$ cat src/rtl/fp_to_int.sv
// fp_to_int: IEEE-754 single-precision to signed 32-bit integer converter.
// The operand is classified when it is accepted. Its mantissa is then aligned
// by a shifter that moves one bit per cycle, rounded, given its sign and
// returned over a valid/ready handshake.
// Build option: define FP_TO_INT_ROUND_NEAREST_EN to round to nearest with
// ties to even. When the macro is undefined the block truncates toward zero.
// Latency is the same in both builds.

module fp_to_int (
  input  logic        clk,
  input  logic        reset,
  input  logic        in_valid,
  output logic        in_ready,
  input  logic [31:0] in_data,
  output logic        out_valid,
  input  logic        out_ready,
  output logic [31:0] out_data,
  output logic        overflow,
  output logic        underflow,
  output logic        exception
);

  localparam logic [1:0] ST_IDLE  = 2'd0;
  localparam logic [1:0] ST_ALIGN = 2'd1;
  localparam logic [1:0] ST_ROUND = 2'd2;
  localparam logic [1:0] ST_OUT   = 2'd3;

  // Saturation value for a given sign.
  function automatic logic [31:0] sat_value(input logic sign);
    return sign ? 32'h8000_0000 : 32'h7FFF_FFFF;
  endfunction

  logic [1:0]  state_r;
  logic [1:0]  state_nxt_s;

  // Latched operand and alignment state
  logic        sign_r;
  logic        left_r;
  logic        special_r;
  logic [31:0] spec_data_r;
  logic        spec_ovf_r;
  logic        spec_exc_r;
  logic [31:0] mag_r;
  logic        guard_r;
  logic        sticky_r;
  logic [4:0]  cnt_r;

  // Registered outputs
  logic        out_valid_r;
  logic [31:0] out_data_r;
  logic        overflow_r;
  logic        underflow_r;
  logic        exception_r;

  // Decode of the incoming operand
  logic [7:0]  exp_s;
  logic [22:0] frac_s;
  logic [23:0] mant_s;
  logic        dec_special_s;
  logic [31:0] dec_data_s;
  logic        dec_ovf_s;
  logic        dec_exc_s;
  logic        dec_left_s;
  logic [4:0]  dec_cnt_s;

  logic        accept_s;
  logic        hs_s;

  // Rounding and final result
  logic        round_inc_s;
  logic [31:0] rmag_s;
  logic [31:0] res_s;
  logic [31:0] fin_data_s;
  logic        fin_ovf_s;
  logic        fin_unf_s;
  logic        fin_exc_s;

  assign exp_s  = in_data[30:23];
  assign frac_s = in_data[22:0];
  assign mant_s = {(|exp_s), frac_s};

  // in_ready stays combinational so that it reads 0 while reset is high and
  // reads 1 in the first cycle after reset drops.
  assign in_ready = (state_r == ST_IDLE) && !reset;
  assign accept_s = in_valid && in_ready;
  assign hs_s     = (state_r == ST_OUT) && out_valid_r && out_ready;

  assign out_valid = out_valid_r;
  assign out_data  = out_data_r;
  assign overflow  = overflow_r;
  assign underflow = underflow_r;
  assign exception = exception_r;

  // Classify the incoming operand: special result, or shift direction and count
  always_comb begin
    dec_special_s = 1'b0;
    dec_data_s    = 32'd0;
    dec_ovf_s     = 1'b0;
    dec_exc_s     = 1'b0;
    dec_left_s    = 1'b0;
    dec_cnt_s     = 5'd0;
    if (exp_s == 8'd255) begin
      dec_special_s = 1'b1;
      dec_exc_s     = 1'b1;
      dec_data_s    = sat_value(in_data[31]);
    end else if (exp_s >= 8'd158) begin
      dec_special_s = 1'b1;
      if (in_data[31] && (exp_s == 8'd158) && (frac_s == 23'd0)) begin
        dec_data_s = 32'h8000_0000;
      end else begin
        dec_ovf_s  = 1'b1;
        dec_data_s = sat_value(in_data[31]);
      end
    end else if ((exp_s == 8'd0) && (frac_s == 23'd0)) begin
      dec_special_s = 1'b1;
    end else if (exp_s >= 8'd150) begin
      // 150..157 share upper bits, so E-150 is the low five bits minus 22
      dec_left_s = 1'b1;
      dec_cnt_s  = exp_s[4:0] - 5'd22;
    end else begin
      // 150-E is 1..24 for E in 126..149; modulo-32 arithmetic on the low
      // five bits gives it exactly. Smaller exponents saturate at 25.
      if (exp_s <= 8'd125) begin
        dec_cnt_s = 5'd25;
      end else begin
        dec_cnt_s = 5'd22 - exp_s[4:0];
      end
    end
  end

  // Next-state logic of the control FSM
  always_comb begin
    state_nxt_s = state_r;
    case (state_r)
      ST_IDLE: begin
        if (accept_s) begin
          if (dec_special_s || (dec_cnt_s == 5'd0)) begin
            state_nxt_s = ST_ROUND;
          end else begin
            state_nxt_s = ST_ALIGN;
          end
        end else begin
          state_nxt_s = ST_IDLE;
        end
      end
      ST_ALIGN: begin
        if (cnt_r <= 5'd1) begin
          state_nxt_s = ST_ROUND;
        end else begin
          state_nxt_s = ST_ALIGN;
        end
      end
      ST_ROUND: state_nxt_s = ST_OUT;
      ST_OUT: begin
        if (hs_s) begin
          state_nxt_s = ST_IDLE;
        end else begin
          state_nxt_s = ST_OUT;
        end
      end
      default: state_nxt_s = ST_IDLE;
    endcase
  end

  // State register
  always_ff @(posedge clk) begin
    if (reset) begin
      state_r <= ST_IDLE;
    end else begin
      state_r <= state_nxt_s;
    end
  end

  // Operand latch and the one-bit-per-cycle alignment shifter
  always_ff @(posedge clk) begin
    if (reset) begin
      sign_r      <= 1'b0;
      left_r      <= 1'b0;
      special_r   <= 1'b0;
      spec_data_r <= 32'd0;
      spec_ovf_r  <= 1'b0;
      spec_exc_r  <= 1'b0;
      mag_r       <= 32'd0;
      guard_r     <= 1'b0;
      sticky_r    <= 1'b0;
      cnt_r       <= 5'd0;
    end else if (accept_s) begin
      sign_r      <= in_data[31];
      left_r      <= dec_left_s;
      special_r   <= dec_special_s;
      spec_data_r <= dec_data_s;
      spec_ovf_r  <= dec_ovf_s;
      spec_exc_r  <= dec_exc_s;
      mag_r       <= {8'd0, mant_s};
      guard_r     <= 1'b0;
      sticky_r    <= 1'b0;
      cnt_r       <= dec_special_s ? 5'd0 : dec_cnt_s;
    end else if (state_r == ST_ALIGN) begin
      cnt_r <= cnt_r - 5'd1;
      if (left_r) begin
        mag_r <= {mag_r[30:0], 1'b0};
      end else begin
        guard_r  <= mag_r[0];
        sticky_r <= sticky_r | guard_r;
        mag_r    <= {1'b0, mag_r[31:1]};
      end
    end
  end

  // Rounding, sign application and flag selection for the aligned operand
  always_comb begin
`ifdef FP_TO_INT_ROUND_NEAREST_EN
    round_inc_s = guard_r & (sticky_r | mag_r[0]);
`else
    round_inc_s = 1'b0;
`endif
    rmag_s = mag_r + {31'd0, round_inc_s};
    if (sign_r) begin
      res_s = ~rmag_s + 32'd1;
    end else begin
      res_s = rmag_s;
    end
    if (special_r) begin
      fin_data_s = spec_data_r;
      fin_ovf_s  = spec_ovf_r;
      fin_exc_s  = spec_exc_r;
      fin_unf_s  = 1'b0;
    end else begin
      // Zero inputs were classified as special, so this operand is nonzero
      fin_data_s = res_s;
      fin_ovf_s  = 1'b0;
      fin_exc_s  = 1'b0;
      fin_unf_s  = (res_s == 32'd0);
    end
  end

  // Output registers: loaded in ROUND, valid in OUT, cleared on handshake
  always_ff @(posedge clk) begin
    if (reset) begin
      out_valid_r <= 1'b0;
      out_data_r  <= 32'd0;
      overflow_r  <= 1'b0;
      underflow_r <= 1'b0;
      exception_r <= 1'b0;
    end else if (state_r == ST_ROUND) begin
      out_valid_r <= 1'b0;
      out_data_r  <= fin_data_s;
      overflow_r  <= fin_ovf_s;
      underflow_r <= fin_unf_s;
      exception_r <= fin_exc_s;
    end else if (hs_s) begin
      out_valid_r <= 1'b0;
      out_data_r  <= 32'd0;
      overflow_r  <= 1'b0;
      underflow_r <= 1'b0;
      exception_r <= 1'b0;
    end else if (state_r == ST_OUT) begin
      out_valid_r <= 1'b1;
    end
  end

endmodule

$ cat config.mk
export PLATFORM = sky130hd
export DESIGN_NAME = fp_to_int
export DESIGN_NICKNAME = d
export VERILOG_FILES = /design/src/rtl/fp_to_int.sv
export SDC_FILE = /design/constraint.sdc
export NUM_CORES = 1
export LEC_CHECK = 0
export BUFFER_PORTS_ARGS = -buffer_cell sky130_fd_sc_hd__buf_2
export CAP_MARGIN = 20
export CELL_PAD_IN_SITES_DETAIL_PLACEMENT = 2
export CELL_PAD_IN_SITES_GLOBAL_PLACEMENT = 2
export CORE_ASPECT_RATIO = 0.6
export CORE_MARGIN = 2
export CORE_UTILIZATION = 35
export CTS_BUF_LIST = sky130_fd_sc_hd__clkbuf_8
export DETAILED_ROUTE_END_ITERATION = 7
export PLACE_DENSITY_LB_ADDON = 0.1
export SYNTH_ARGS = -nofsm -noshare
export SYNTH_HDL_FRONTEND = slang
export SYNTH_SLANG_ARGS = --single-unit
$ cat constraint.sdc
create_clock -name clk -period 3.3 [get_ports clk]
set_input_delay 0.66 -clock clk [delete_from_list [all_inputs] [get_ports clk]]
set_output_delay 0.66 -clock clk [all_outputs]
set_load 0.02 [all_outputs]
Word-level counts from Yosys, hierarchy flattened. Cells that the tools add are included. Widths: inputs -> output; s select.

Equality and inequality tests: 5. $lt $le $gt $ge: 4. Add/sub/neg operators: 4. Reduce and logical (&&, ||, !) cells: 19. Bitwise logic cells: 1. Multiplexer cells: 42.

Operator list (number): $mux 32 (9); $mux 24 (2); $mux 5 (8); $add 32x1->32 const B (1); $logic_not 32->1 (1); $not 32->32 (1); $logic_not 23->1 (1); $mux 1 (18); $eq 8x8->1 const B (2); $ge 8x8->1 const B (2); $le 8x7->1 const B (1); $logic_not 8->1 (1); $mux 2 (4); $pmux 2 s4 (1); $reduce_or 8->1 (1); $logic_and 1x1->1 (7); $le 5x1->1 const B (1); $logic_not 5->1 (1); $sub 5x1->5 const B (1); $sub 5x5->5 const A (1); $sub 5x5->5 const B (1); $eq 2x2->1 const B (2); $reduce_bool 2->1 (2); $reduce_or 3->1 (1); other kinds (5) (5).

Flip-flop bits (word level): 112. Logic and storage cells: 90. Bits of input ports: 36.

Longest topological paths before layout.
Depth in word-level cells: 11. Mapped depth: 10. Gate-level depth less buffers: 10.

Least setup slack after synthesis. No wires, ideal clock.

Path type: register -> register. Start point: reg mag_r[19]. End point: reg underflow_r, in the netlist underflow. Period minus slack after synthesis: 2.561 ns. Setup slack: 0.739 ns. Data required time: 3.231 ns. Cell stages (with the launch flop): 9. Path buffers: 0. Arrival: 2.493 ns. Cells stage by stage: dfxtp_1 -> or4_4 -> or2_1 -> or3_4 -> o41ai_4 -> xor2_1 -> nand4_1 -> or3_1 -> o21ai_1.

Longest elaborated chain between the ends: 6.

Ends and longest elaborated chain: start, declared (line 43) `logic [31:0] mag_r;`; start signal, assigned (line 194) `mag_r <= {8'd0, mant_s};`; start signal, assigned (line 201) `mag_r <= {mag_r[30:0], 1'b0};`; start signal, assigned (line 205) `mag_r <= {1'b0, mag_r[31:1]};`; $not 32->32 (line 219) `res_s = ~rmag_s + 32'd1;`; $add 32x1->32 (line 219); $mux 32 (*) (line 218) `if (sign_r) begin`; $logic_not 32->1 (*) (line 233) `fin_unf_s = (res_s == 32'd0);`; $mux 1 (*) (line 223) `if (special_r) begin`; $mux 1 (*) (line 245) `end else if (state_r == ST_ROUND) begin`; end signal, assigned (line 249) `underflow_r <= fin_unf_s;`; end, declared (line 52) `logic underflow_r;`.

Mark *: on every way between the ends. The rest lies on a longest branch, timed or not. A chain may end at the register's enable or synchronous reset.

Worst setup path after layout.
Start point: reg mag_r[1]. End point: reg underflow_r, in the netlist underflow.

Same word-level chain as after synthesis.

==> qor.yml <==
endpoint_kind: "register"
critPathTopFamily: "simple AND/OR/NAND/NOR gates"
synth.most_common_cell: "dfxtp_1"
hold_viol: 0
rsz0062_at_grt: "false"
synthArstFlopShare_pct: 0
powerDensity_nw_per_um2: 631.0
drv_cap: 0
synthSimpleGateAreaFrac_pct: 21.61
grt_pass1_vias: 5040
synthXorXnorAreaFrac_pct: 5.983
post-route-min-period_ns: 2.965
synthMuxAreaShare_pct: 6.514
post-route-period-util_pct: 89.84
root_buffer: "clkbuf_8"
antenna_found_initial: 0
setup-violations-final: 0
synth_area_leader_cell: "dfxtp_1"
std_cell_rows: 33
routed_wl_um: 18280
fp.dieH_um: 96.18
leakagePower_nw: 2.094
finClkSkew_ns: 0.01100
htreeDepth: 3
clkTransAtPathRegs_ns: 0.09
synth_top_family_by_area: "compound AO/OA/AOI/OAI gates"
hp-class: "register to register"
dp.cells: 859
grt_usage_pct: 24.83
crit_type: "register to register"
synth_edf_count: 0
place_hpwl_um: 14000
dr.pass1.iters: 4
multi_input_area_um2: 2995
cts_made_buffers: 9
cts_setup_buffers: 0
crit_buf_inv: 0
fmax_ghz: 0.3373
seq_area_um2: 1642
yosysWarningCount: 0
syn_avg_cell_area_um2: 7.879
synth_top_cell_area_share_pct: 33.12
portBuffers: 72
first_iter_violations: 260
final-instance-count-excl-fill: 874
path_common_cell: "nor4_1"
required_ns: 3.60
cp_slowest_cell: "o41ai_1"
tns_ns: 0
die_w_um: 157.6
grt_max_degree: 33
syn-num-nets: 676
cts_max_path_buffers: 2
seq_area_frac_synth_pct: 33.12
ys.flop_type: "dfxtp_1"
synthTopCellsByArea: "dfxtp_1 (33%), mux2i_1 (6.1%), nor2_1 (5.9%), nand2_1 (5.2%), a21oi_1 (4.9%)"
place.gp.congestion: 0.8521
n_antenna_cell: 0
syn2layout_area_growth_pct: 14.04
power_mw: 3.566
drive_above_1_share_pct: 17.60
grt_overflow: 0
cp_data_arrival_time_ns: 3.26
drc_errors: 0
final_max_slew_viol_count: 0
holdBufCountCts: 0
status: "finished, final reports clean"
synth.ff_latch_count: 82
vias_per_cell: 5.640
nNetsFinal: 725
synth_fa_ha_area_share_pct: 2.777
worstPathCellList: "nor4_1 -> nand3_1 -> nand3b_1 -> o41ai_1 -> xnor2_1 -> nor4_1 -> nand4_1 -> o21ai_1"
yosysUniqueCellTypes: 66
pin_count: 73
fillers: 1634
routedWlPerCell_um: 20.91
relSlewSlack_pct: 50.50
clkLatencyLatePin_ns: 0.36
ctsResizeCount: 0
synth_compound_area_share_pct: 23.55
path_max_fanout: 5
cp_slowest_stage_delay_ns: 0.52
grt_pass1_wl_um: 28700
core_area_um2: 13750
cts_tree: "done"
synthTopCellsByCount: "dfxtp_1 (82), nor2_1 (78), nand2_1 (68), a21oi_1 (49), o21ai_0 (47)"
syn_area_um2: 4956
clock_sinks: 82
startpoint_type: "register"
tightest_slew_ns: 0.7410
start_util_pct: 36.05
worst_ir_drop_vdd_v: 0.0002000
synth_cells: 629
num_vias: 4929
die-area_um2: 15160
detail-route-antenna-nets: 0
[power by group]
group          switching, mW  internal (mW)
clock                  0.396          0.420
combinational          0.932          0.519
sequential             0.176           1.12
[per-layer routing]
layer	global-route usage [%]	vias to the layer above	part of all wire [%]	wire length, µm
met5	0	-	0	0
met4	4.545	0	1.0	182
met2	36.45	99	41	7547
li1	-	2350	-	-
met1	38.32	2466	53	9750
met3	3.377	14	4.4	797
[cell type report]
cell class              instances  share of cell area (%)
well taps                     192                   4.251
inverters                      11                  0.7306
clock buffers                   9                   2.192
flip-flops and latches         82                   29.05
multi-input cells             480                   53.00
repair buffers                 94                   9.298
clock inverters                 6                   1.483
[metrics by stage]
step                instance area, µm²  utilization (%)  setup slack, ns  hold WS [ns]
global placement                  5444            39.59           0.5273        0.4383
floorplan                         4956                -           0.7385        0.4403
detailed placement                5444            39.59           0.4398        0.4460
global route                      5652            41.10          0.08732        0.4834
finish                            5652            41.10           0.3353        0.4559
CTS                               5652            41.10           0.3065        0.4581
[flip-flops by register name, summed over array words and instances, names as in the netlist]
| register | cells |
|---|---|
| cnt_r | 5 |
| exception | 1 |
| left_r | 1 |
| mag_r | 32 |
| out_data | 32 |
| out_valid | 1 |
| overflow | 1 |
| sign_r | 1 |
| spec_data_r | 2 |
| spec_exc_r | 1 |
| spec_ovf_r | 1 |
| special_r | 1 |
| state_r | 2 |
| underflow | 1 |
[worst paths after layout]
kind	startpoint	end	slack, ns	cells past startpoint
max reg2reg	mag_r[1]$_SDFFE_PP0P_	underflow$_SDFFE_PP0P_	0.34	8
min reg2reg	out_data[9]$_SDFFE_PP0P_	out_data[9]$_SDFFE_PP0P_	0.46	2
min	out_data[9]$_SDFFE_PP0P_	out_data[9]$_SDFFE_PP0P_	0.46	2
max	mag_r[1]$_SDFFE_PP0P_	underflow$_SDFFE_PP0P_	0.34	8
[worst min-delay path: cells and delay by family, from the launching register on]
kind,cells,cell delay [ns]
AND/OR/NAND/NOR,1,0.05
flip-flops,1,0.31
AO/OA/AOI/OAI,1,0.05
[logic make-up after synthesis]
| logic type | after synthesis |
|---|---|
| DFF | 82 |
| muxes | 32 |
| AOI/OAI and AO/OA | 179 |
| buffers and inverters | 67 |
| and+or+nand+nor | 225 |
| xor gates and xnor gates | 33 |
| adders and majority gates | 11 |
[cell usage in the layout (no fill, tap or decap), types with 5 or more instances in the layout]
master | Yosys | layout
a31oi_1 | 5 | 5
o41ai_1 | 8 | 8
ha_1 | 11 | 11
inv_1 | 10 | 12
nand4_1 | 5 | 5
a221oi_1 | 19 | 19
nor3_1 | 11 | 11
o31ai_1 | 7 | 7
buf_2 | 0 | 72
dfxtp_1 | 82 | 82
nand2b_1 | 6 | 6
nor2b_1 | 6 | 6
mux2i_1 | 30 | 30
buf_4 | 0 | 22
nor2_1 | 78 | 78
or3_1 | 5 | 5
nand3_1 | 11 | 11
xnor2_1 | 21 | 21
nor4_1 | 9 | 9
a211oi_1 | 9 | 9
nand2_1 | 68 | 68
o21ai_0 | 47 | 47
a21oi_1 | 49 | 49
xor2_1 | 11 | 11
clkbuf_8 | 3 | 9
Power figures use the tool's default switching activity.
